<file path="src/rtl/pc_fetch_unit.sv">
// rtl/pc_fetch_unit.sv - PC register and instruction fetch handshake with alignment and timeout checks
// Fetches the word at Address, holds it until decode accepts, then latches NPC.

module pc_fetch_unit #(
    parameter logic [31:0] RESET_PC = 32'h0000_3000,
    parameter int          TIMEOUT  = 16
) (
    input  logic        Clk,
    input  logic        Reset,
    input  logic [31:0] NPC,
    input  logic        Stall,
    input  logic        Instr_ready,
    input  logic        imem_gnt,
    input  logic        imem_rvalid,
    input  logic [31:0] imem_rdata,
    output logic        imem_req,
    output logic [31:0] imem_addr,
    output logic [31:0] Address,
    output logic [31:0] Instr,
    output logic        Instr_valid,
    output logic [31:0] Instr_cnt,
    output logic        Misalign,
    output logic        Bus_err,
    output logic [31:0] Err_addr
);

    localparam logic [1:0] S_REQ   = 2'd0;
    localparam logic [1:0] S_WAIT  = 2'd1;
    localparam logic [1:0] S_VALID = 2'd2;
    localparam logic [1:0] S_ERR   = 2'd3;

    // Counter value seen on the last WAIT cycle allowed before a bus error
    localparam logic [7:0] WAIT_LAST = 8'(TIMEOUT - 1);

    logic [1:0] state;
    logic [7:0] wait_cnt;
    logic       accept;

    assign accept    = Instr_ready & ~Stall;
    assign imem_req  = (state == S_REQ);
    assign imem_addr = Address;

    always_ff @(posedge Clk or negedge Reset) begin
        if (!Reset) begin
            state       <= S_REQ;
            wait_cnt    <= 8'd0;
            Address     <= RESET_PC;
            Instr       <= 32'd0;
            Instr_valid <= 1'b0;
            Instr_cnt   <= 32'd0;
            Misalign    <= 1'b0;
            Bus_err     <= 1'b0;
            Err_addr    <= 32'd0;
        end else begin
            case (state)
                S_REQ: begin
                    if (imem_gnt) begin
                        state    <= S_WAIT;
                        wait_cnt <= 8'd0;
                    end
                end
                S_WAIT: begin
                    // A response on the final allowed cycle still counts as on time
                    if (imem_rvalid) begin
                        Instr       <= imem_rdata;
                        Instr_valid <= 1'b1;
                        state       <= S_VALID;
                    end else if (wait_cnt == WAIT_LAST) begin
                        Bus_err  <= 1'b1;
                        Err_addr <= Address;
                        state    <= S_ERR;
                    end else begin
                        wait_cnt <= wait_cnt + 8'd1;
                    end
                end
                S_VALID: begin
                    if (accept) begin
                        Instr_valid <= 1'b0;
                        Instr_cnt   <= Instr_cnt + 32'd1;
                        if (NPC[1:0] == 2'b00) begin
                            Address <= NPC;
                            state   <= S_REQ;
                        end else begin
                            Misalign <= 1'b1;
                            Err_addr <= NPC;
                            state    <= S_ERR;
                        end
                    end
                end
                default: begin
                end
            endcase
        end
    end

endmodule

</file>
<file path="config.mk">
export PLATFORM = sky130hd
export DESIGN_NAME = pc_fetch_unit
export DESIGN_NICKNAME = d
export VERILOG_FILES = /design/src/rtl/pc_fetch_unit.sv
export SDC_FILE = /design/constraint.sdc
export NUM_CORES = 1
export LEC_CHECK = 0
export ABC_AREA = 1
export BUFFER_PORTS_ARGS = -buffer_cell sky130_fd_sc_hd__buf_2
export CAP_MARGIN = 20
export CELL_PAD_IN_SITES_DETAIL_PLACEMENT = 0
export CELL_PAD_IN_SITES_GLOBAL_PLACEMENT = 1
export CORE_ASPECT_RATIO = 0.75
export CORE_MARGIN = 2
export CORE_UTILIZATION = 37
export DETAILED_ROUTE_END_ITERATION = 12
export PLACE_DENSITY = 0.86
export SYNTH_ARGS = -nofsm -noshare
export SYNTH_HDL_FRONTEND = slang
export SYNTH_SLANG_ARGS = --single-unit
export TNS_END_PERCENT = 1
</file>
<file path="constraint.sdc">
create_clock -name Clk -period 2 [get_ports Clk]
set_input_delay 0.4 -clock Clk [delete_from_list [all_inputs] [get_ports Clk]]
set_output_delay 0.4 -clock Clk [all_outputs]
set_load 0.02 [all_outputs]
</file>
* After elaboration in Yosys (flattened, before gate mapping) *
Cells that the tools add are included.

word-level totals
  flip-flop bits (word level) = 141
  output and inout port bits = 164
  input bits = 70
  logic and storage cells = 58

operators by class
  add/subtract/negate cells = 2
  equal/unequal tests = 11
  muxes and demuxes = 18
  bitwise operators = 4
  reductions and logical operators = 14

operators with widths
  operator                 number
  $mux W32                 4
  $pmux W32 S2             1
  $add A32 B1 Y32 const B  1
  $mux W8                  3
  $pmux W8 S2              1
  $ne A2 B2 Y1 const B     7
  $reduce_and A3 Y1        4
  $mux W2                  5
  $add A8 B1 Y8 const B    1
  $eq A8 B4 Y1 const B     1
  $reduce_and A4 Y1        2
  $pmux W2 S3              1
  $reduce_and A5 Y1        1
  $logic_not A2 Y1         2
  $reduce_and A2 Y1        2
  $reduce_bool A2 Y1       2
  $ne A3 B3 Y1 const B     1
  $not A1 Y1               3
  $reduce_bool A3 Y1       1
  $eq A2 B1 Y1 const B     1
  $eq A2 B2 Y1 const B     1
  $mux W1                  2
  $pmux W1 S2              1
  $and A1 B1 Y1            1

* Depth between registers and ports, before layout *
Gate-level depths: netlist of run 1.

  word-level depth = 4
  mapped depth = 11
  mapped depth without buffers = 10

* Least setup slack after synthesis of run 1 *
No wires, ideal clock.

  path type = reg2reg
  start point = register state[0]
  end point = register Instr_cnt[23]
  stages on the path, launching flop included = 10
  arrival time = 1.524 ns
  slack = 0.354 ns
  clock period less this slack = 1.646 ns
  path buffers = 1
  data required time = 1.878 ns
  setup time = 0.122 ns
  cell sequence = dfrtp_1 -> inv_1 -> ha_1 -> buf_6 -> nand3_4 -> nor2_4 -> nand2_4 -> nor2_4 -> nand2_1 -> xor2_1

on the way
  cells in the longest elaborated chain, start to end = 2

RTL lines
  item                         line  text
  start: declaration           35    logic [1:0] state;
  start signal: assignment     45    state <= S_REQ;
  start signal: assignment     58    state <= S_WAIT;
  start signal: assignment     67    state <= S_VALID;
  $eq A2 B2 Y1                 55    case (state)
  $reduce_and A2 Y1 (no line)  --
  end signal: assignment       79    Instr_cnt <= Instr_cnt + 32'd1;
  end: declaration             21    output logic [31:0] Instr_cnt,

Every way passes these cells.
A chain may end at the register's enable or synchronous reset.

* Worst setup path after layout of run 1 *
  start point = register state[0]
  end point = register Instr_cnt[27]

The elaborated chain is that of the path after synthesis.

==> impl_metrics.toml, run 1 <==
[status]
status = "completed"

[logic_synthesis]
yosysMostFrequentCell = "nand2_1"
avgSynthCellArea_um2 = 8.97
synthArstFlopShare_pct = 100
synth-edff-count = 0
ys_warn_count = 0
ys_ff_latch = 141
netlist_area_um2 = 6760
synth_commonest_cells = "nand2_1 (211), dfrtp_1 (139), o21ai_0 (98)"
netlist_instances = 754
synth_area_leader_cell = "dfrtp_1"
yosysSeqAreaShare_pct = 52.2
syn-num-nets = 829
netlist.area_leader.share_pct = 51.4
synth_top_flop_cell = "dfrtp_1"
synth_area_leaders = "dfrtp_1 (51%), nand2_1 (12%), o21ai_0 (7.3%)"
synth_cell_types = 34

[placement]
dpl-instance-area_um2 = 8010
post-place-ws_ns = 0.189
portBuffers = 233
hpwl_mm = 12.5
place_congestion = 0.840

[drt]
first_pass_iters = 5
first_iter_violations = 379
wl_per_cell_um = 13.9
drc = 0
wirelength_mm = 16.9
vias_per_cell = 4.54
ant_nets = 0
vias = 5522

[global_routing]
grt_max_degree = 58
grtUsageTotal_pct = 17.9
grt.overflow.total = 0
grt_pass1_wl_mm = 27.3
grt_pass1_vias = 5180
antenna_found_initial = 0

[timing]
finalCritPeriodShare_pct = 90.1
final-hold-violation-count = 0
setup_viol_count_final = 0
timing.slew.headroom_pct = 65.6
finClkSkew_ns = 0.00885
fin_setup_tns_ns = 0
fin_crit_ns = 1.80
final_max_slew_viol_count = 0
rsz0062_at_grt = "false"
setup_ws_ns = 0.198
worst_pin_slew_ns = 0.511
timing.fmax_ghz = 0.555

[power_and_ir_drop]
p_leak_uw = 0.00479
finalPower_uw = 13200
pwr_density_cell_nw_per_um2 = 1530
ir_worst_vdd_v = 0.000666

[floorplanning]
dieHeight_um = 121
die-area_um2 = 19400
io_pins = 234
core_area_um2 = 17800
fp.dieW_um = 160
rows = 42
start_util_pct = 38.1

[clock_tree]
clock_sinks = 141
clockRootBuffer = "clkbuf_16"
cts_htree_levels = 4
insertion_delay_ns = 0.41
path_clk_slew_ns = 0.06
cts_buffers = 17
clockBufferDepth = 2
cts_tree = "done"

[critical_path]
critPathTopFamily = "simple AND/OR/NAND/NOR gates"
r2r_slack_ns = 0.20
crit_arrival_ns = 2.11
cp.required_ns = 2.31
critPathKind = "register to register"
max_stage_delay_ns = 0.39
r2r-start = "state[0]$_DFFE_PN0P_"
crit_buf_inv = 1
start_kind = "register"
crit_chain = "inv_1, ha_1, nand3_4, nor2_4, nand2_4, nor2_4, nand3_1, nand2_1, nand2_1"
critPathMaxFanout = 8
crit_slowest_cell = "dfrtp_1"
crit_path_start = "state[0]$_DFFE_PN0P_"
worst_setup_path_end_kind = "register"

[layout]
layout.nets = 1036
antenna_cells = 0
multi_input_area_um2 = 2560
fill_cells = 1786
layout.area.seq_um2 = 3530
finalInstanceArea_um2 = 8600
drive_above_1_share_pct = 33.7
syn_to_final_growth_pct = 27.2
utilization_pct = 48.4

[job]
maxCapViolations = 0

[hold_path]
worst_hold_path_type = "input pin to register"
holdCritStartpoint = "imem_rdata[26]"
-- per-layer routing --
layer	vias up	wire (um)	track usage (%)	part of all wire (%)
met5	-	0	0	0
met1	2541	7800	24.6	46
li1	2784	-	-	-
met4	0	205	5.29	1.2
met2	183	7440	27.1	44
met3	14	1490	5.88	8.8
-- per-stage QoR --
stage | instances | hold slack [ns]
after floorplan | 754 | 0.104
after global placement | 1183 | 0.296
after detailed placement | 1183 | 0.299
after CTS | 1216 | 0.200
after global routing | 1216 | 0.199
final | 1216 | 0.221
-- sequential cells by signal, indices dropped and copies added, names as in the netlist --
signal       cells
Instr_valid      1
Address         32
wait_cnt         8
Err_addr        32
state            2
Instr_cnt       32
Misalign         1
Instr           32
Bus_err          1
-- worst register-to-register path: cells and delay by family, from the launching register on --
family | cells | cell delay [ns]
AND/OR/NAND/NOR | 7 | 0.92
flip-flops | 1 | 0.39
adder cells (fa/ha/maj) | 1 | 0.29
buffers and inverters | 1 | 0.09
-- final timing paths --
| path | to | depth (start not counted) |
|---|---|---|
| setup / recovery | Instr_cnt[27]$_DFFE_PN0P_ | 9 |
| hold / removal | Instr[26]$_DFFE_PN0P_ | 2 |
| setup reg to reg | Instr_cnt[27]$_DFFE_PN0P_ | 9 |
| hold reg to reg | Instr_valid$_DFFE_PN0P_ | 2 |
| max in group asynchronous | Instr[7]$_DFFE_PN0P_ | 3 |
| min in group asynchronous | Instr_cnt[4]$_DFFE_PN0P_ | 2 |
-- where the power goes --
| group | internal, uW | switching, uW |
|---|---|---|
| Combinational | 1950 | 3600 |
| Clock | 1930 | 1200 |
| Sequential | 3850 | 626 |
-- cell usage in the layout (no fill, tap or decap), types with 2 or more instances in the layout --
master,count
xor2_1,17
o21ai_0,97
buf_12,5
nor2_1,36
clkbuf_16,17
buf_2,232
bufinv_16,2
or2_2,2
mux2_2,32
nand2_1,211
nor2_4,6
nand4_1,9
inv_1,73
o21ai_1,12
nand2_2,2
nand2_4,3
nand3_1,23
clkinv_2,4
xnor2_1,9
buf_4,8
dfstp_2,2
clkbuf_8,3
clkbuf_1,2
ha_1,5
nor3_1,4
clkinv_4,3
dfrtp_1,139
nand3b_1,4
-- kinds of logic (layout without fill, tap and decap cells) --
logic type / Yosys count / count (layout) / share of synthesized area (%)
buffers and inverters: 133 / 353 / 9.90
flip-flops: 141 / 141 / 52.2
XOR/XNOR: 26 / 26 / 3.37
AND/OR/NAND/NOR: 305 / 305 / 19.9
adder cells (fa/ha/maj): 5 / 5 / 0.925
AO/OA/AOI/OAI: 112 / 112 / 8.36
multiplexers: 32 / 32 / 5.33
-- layout make-up --
class,count,area share (%)
sequential,141,41.0
multi-input combinational,480,29.8
timing repair buffer,247,15.6
clock buffer,22,5.51
tap,242,3.52
inverter,74,3.23
clock inverter,10,1.32
-- timing repair --
item	CTS	global route
endpoints found under the setup margin	0	2
hold endpoints to repair	25	0
resized for setup	0	1
hold buffers	1	0
setup buffers	0	0
Power figures use the tool's default switching activity.
==> inputs of run 2 (changes only) <==
--- a/config.mk
+++ b/config.mk
@@ -11,7 +11,7 @@
 export CELL_PAD_IN_SITES_DETAIL_PLACEMENT = 0
 export CELL_PAD_IN_SITES_GLOBAL_PLACEMENT = 1
 export CORE_ASPECT_RATIO = 0.75
-export CORE_MARGIN = 2
+export CORE_MARGIN = 5
 export CORE_UTILIZATION = 37
 export DETAILED_ROUTE_END_ITERATION = 12
 export PLACE_DENSITY = 0.86
==> impl_metrics.toml, run 2 (synthesized netlist as in run 1, its figures left out) <==
[drt]
drc = 0
wirelength_mm = 17.7
vias_per_cell = 4.62
ant_nets = 0
wl_per_cell_um = 14.6
first_iter_violations = 407
vias = 5628
first_pass_iters = 7

[timing]
setup_viol_count_final = 0
fin_setup_tns_ns = 0
timing.fmax_ghz = 0.561
timing.slew.headroom_pct = 66.8
final-hold-violation-count = 0
finClkSkew_ns = 0.00878
worst_pin_slew_ns = 0.495
finalCritPeriodShare_pct = 89.1
final_max_slew_viol_count = 0
rsz0062_at_grt = "false"
fin_crit_ns = 1.78

[critical_path]
start_kind = "register"
crit_arrival_ns = 2.06
worst_setup_path_end_kind = "register"
cp.required_ns = 2.28
critPathKind = "register to register"
critPathMaxFanout = 10
r2r_slack_ns = 0.22

[clock_tree]
post_cts_buffers = 0
clock_sinks = 141
clockBufferDepth = 2
clockRootBuffer = "clkbuf_16"
path_clk_slew_ns = 0.06
cts_buffers = 17
insertion_delay_ns = 0.42
cts_resized = 0
cts_tree = "done"
cts_htree_levels = 4

[floorplanning]
fp.dieW_um = 166
dieHeight_um = 127
core_area_um2 = 17800
start_util_pct = 38.0
rows = 42
die-area_um2 = 21100
io_pins = 234

[global_routing]
busiest_layer = "met2"
grt_pass1_wl_mm = 28.8
antenna_found_initial = 1
met1_usage_pct = 22.6
grtUsageTotal_pct = 16.9
grt.overflow.total = 0
grt_pass1_vias = 5449
use_met2_pct = 26.1
grt_max_degree = 58
grt_use_met3_pct = 6.08

[placement]
hpwl_mm = 13.4
portBuffers = 233
place_congestion = 0.825
dpl-instance-area_um2 = 8020

[job]
maxCapViolations = 0

[layout]
drive_above_1_share_pct = 34.0
layout.nets = 1039
final_common_cell = "buf_2"
antenna_cells = 0
finalInstanceArea_um2 = 8680
syn_to_final_growth_pct = 28.4
mostFrequentLayoutCells = "buf_2 (232), nand2_1 (211), dfrtp_1 (139), o21ai_0 (98), inv_1 (73)"

[power_and_ir_drop]
pwr_density_cell_nw_per_um2 = 1560
ir_worst_vdd_v = 0.000699
p_leak_uw = 0.00481

[status]
status = "completed"

[hold_path]
worst_hold_path_type = "input pin to register"
run 2: cell types whose count changed in the layout (fill, tap and decap cells not counted), moves of 2 or more:
cell / previous run / this run
clkinvlp_4: 1 / 3
bufinv_16: 2 / 5
inv_6: 0 / 2
buf_4: 8 / 12
clkbuf_8: 3 / 1
clkinv_2: 4 / 1
run 2: final timing paths:
check	start	to	cells past startpoint
worst min register to register	Bus_err$_DFFE_PN0P_	Bus_err$_DFFE_PN0P_	1
worst max-delay path	state[0]$_DFFE_PN0P_	state[0]$_DFFE_PN0P_	10
worst max register to register	state[0]$_DFFE_PN0P_	state[0]$_DFFE_PN0P_	10
worst min-delay path	imem_rdata[15]	Instr[15]$_DFFE_PN0P_	2
max in group asynchronous	Reset	Instr[30]$_DFFE_PN0P_	3
min in group asynchronous	Reset	Address[28]$_DFFE_PN0P_	2
run 2: final cells by class:
type | instances | area [um^2]
clock buffers | 19 | 443
clock inverters | 13 | 213
fillers | 1702 | 9130
inverters | 74 | 278
multi-input cells | 480 | 2560
flip-flops and latches | 141 | 3530
well taps | 242 | 303
repair buffers | 250 | 1350
run 2: layer usage:
metal | vias up | part of all wire (%)
li1 | 2801 | -
met1 | 2619 | 46
met2 | 188 | 45
met3 | 18 | 8.6
met4 | 2 | 1.0
met5 | - | 0.073
run 2: critical path, cell delays in order, from the launching register on:
cell	delay (ns)
dfrtp_1	0.39
inv_1	0.09
ha_1	0.25
buf_4	0.20
inv_1	0.10
nand2_1	0.09
o21ai_0	0.07
nor2_1	0.10
o21ai_0	0.17
nand2_1	0.10
o21ai_0	0.07
run 2: metrics by stage:
stage | power [uW] | instances | util, % | hold slack, ns | setup slack, ns
finish | 13600 | 1219 | 48.7 | 0.216 | 0.219
global route | 14500 | 1219 | 48.7 | 0.192 | 0.0114
CTS | 13800 | 1219 | 48.7 | 0.191 | 0.200
detailed placement | 10200 | 1186 | 45.0 | 0.370 | 0.214
global placement | 10100 | 1186 | 45.0 | 0.377 | 0.243
floorplan | 8400 | 754 | - | 0.104 | 0.354
run 2: what timing repair did:
item | CTS | global route
endpoints found under the setup margin | 0 | 0
hold buffers | 1 | 0
hold endpoints to repair | 37 | 0
run 2: power by group:
group | switching (uW) | total [uW] | internal (uW)
registers | 649 | 4500 | 3860
logic | 3650 | 5560 | 1920
clock network | 1230 | 3480 | 2260
total | 5520 | 13600 | 8030
==> inputs of run 3 (changes only) <==
--- a/config.mk
+++ b/config.mk
@@ -15,6 +15,7 @@
 export CORE_UTILIZATION = 37
 export DETAILED_ROUTE_END_ITERATION = 12
 export PLACE_DENSITY = 0.86
+export SETUP_SLACK_MARGIN = 0.4
 export SYNTH_ARGS = -nofsm -noshare
 export SYNTH_HDL_FRONTEND = slang
 export SYNTH_SLANG_ARGS = --single-unit
==> impl_metrics.toml, run 3 (synthesized netlist as in run 1, its figures left out) <==
[critical_path]
crit_buf_inv = 3
worst_setup_path_end_kind = "output pin"
critPathKind = "register to output pin"
crit_chain = "inv_2, buf_4, ha_4, buf_4"
crit_arrival_ns = 1.33
critPathTopFamily = "flip-flops"
start_kind = "register"
critPathMaxFanout = 4
cp.required_ns = 1.60
crit_slowest_cell = "dfrtp_1"
max_stage_delay_ns = 0.38
path_common_cell = "buf_4"
r2r_slack_ns = 0.32

[timing]
finClkSkew_ns = 0.00897
finalCritPeriodShare_pct = 86.3
final-hold-violation-count = 0
worst_pin_slew_ns = 0.536
fin_setup_tns_ns = 0
final_max_slew_viol_count = 0
fin_crit_ns = 1.73
timing.fmax_ghz = 0.579
rsz0062_at_grt = "true"
setup_viol_count_final = 0
timing.slew.headroom_pct = 64.3

[drt]
top_layer = "met5"
wirelength_mm = 18.1
wl_per_cell_um = 14.7
first_pass_iters = 4
vias = 5647
met2_wirelength_mm = 8.08
first_iter_violations = 345
met1_length_mm = 8.25
drc = 0
ant_nets = 0
vias_per_cell = 4.59
wl_met3_mm = 1.54

[clock_tree]
cts_tree = "done"
cts_buffers = 17
clockBufferDepth = 2
clock_sinks = 141
insertion_delay_ns = 0.42
path_clk_slew_ns = 0.06
cts_htree_levels = 4
clockRootBuffer = "clkbuf_16"

[layout]
fill_cells = 1695
drive_above_1_share_pct = 35.7
syn_to_final_growth_pct = 30.1
layout.area.seq_um2 = 3530
final_common_cell = "buf_2"
mostFrequentLayoutCells = "buf_2 (231), nand2_1 (210), dfrtp_1 (139), o21ai_0 (90), inv_1 (69)"
utilization_pct = 49.4
antenna_cells = 0
multi_input_area_um2 = 2610
layout.nets = 1049

[floorplanning]
dieHeight_um = 127
fp.dieW_um = 166
start_util_pct = 38.0
rows = 42
die-area_um2 = 21100
core_area_um2 = 17800
io_pins = 234

[global_routing]
antenna_found_initial = 1
grt_pass1_wl_mm = 29.0
grt_pass1_vias = 5423
grt_max_degree = 58
grt.overflow.total = 0
grtUsageTotal_pct = 17.0

[placement]
place_congestion = 0.816
portBuffers = 233
hpwl_mm = 13.4

[job]
maxCapViolations = 0

[power_and_ir_drop]
finalPower_uw = 13600
p_leak_uw = 0.00486
pwr_density_cell_nw_per_um2 = 1540
ir_worst_vdd_v = 0.000631

[status]
status = "completed"

[hold_path]
worst_hold_path_type = "input pin to register"
-- run 3: what timing repair did --
| action | 4_1_cts | 5_1_grt |
|---|---|---|
| endpoints found under the setup margin | 107 | 121 |
| hold buffers | 1 | 0 |
| hold endpoints to repair | 45 | 0 |
| gates resized for setup | 12 | 17 |
| pin swaps | 2 | 5 |
| setup buffers | 2 | 10 |
-- run 3: power by group --
| group | internal [uW] | switching [uW] | total, uW |
|---|---|---|---|
| clock network | 2020 | 1210 | 3230 |
| logic | 2090 | 3720 | 5810 |
| registers | 3860 | 666 | 4520 |
-- run 3: layout make-up --
| class | count | area share [%] |
|---|---|---|
| Inverter | 74 | 3.16 |
| Sequential cell | 141 | 40.1 |
| Tap cell | 242 | 3.44 |
| Multi-Input combinational cell | 480 | 29.6 |
| Timing Repair Buffer | 260 | 16.8 |
| Clock buffer | 20 | 5.19 |
| Clock inverter | 12 | 1.64 |
-- run 3: routing by layer --
layer  up-vias  GRT usage [%]
li1       2818              -
met1      2618           23.1
met2       191           25.7
met3        18           6.08
met4         2           5.00
met5         -              0
-- run 3: path summary, 6_finish.rpt --
check,startpoint,depth (start not counted),to
worst max-delay path,state[0]$_DFFE_PN0P_,4,imem_req
worst min-delay path,imem_rdata[18],2,Instr[18]$_DFFE_PN0P_
worst max register to register,state[0]$_DFFE_PN0P_,8,Instr_cnt[17]$_DFFE_PN0P_
worst min register to register,Err_addr[9]$_DFFE_PN0P_,2,Err_addr[9]$_DFFE_PN0P_
max in group asynchronous,Reset,3,Bus_err$_DFFE_PN0P_
min in group asynchronous,Reset,2,Address[28]$_DFFE_PN0P_
-- run 3: stage by stage --
stage               std cells  cell area [um^2]  setup slack [ns]  hold WS (ns)
finish                   1229              8800             0.274         0.214
global route             1229              8800             0.181         0.199
CTS                      1219              8670             0.292         0.189
detailed placement       1184              8010             0.159         0.406
global placement         1184              8010             0.176         0.402
floorplan                 754              6760             0.354         0.104
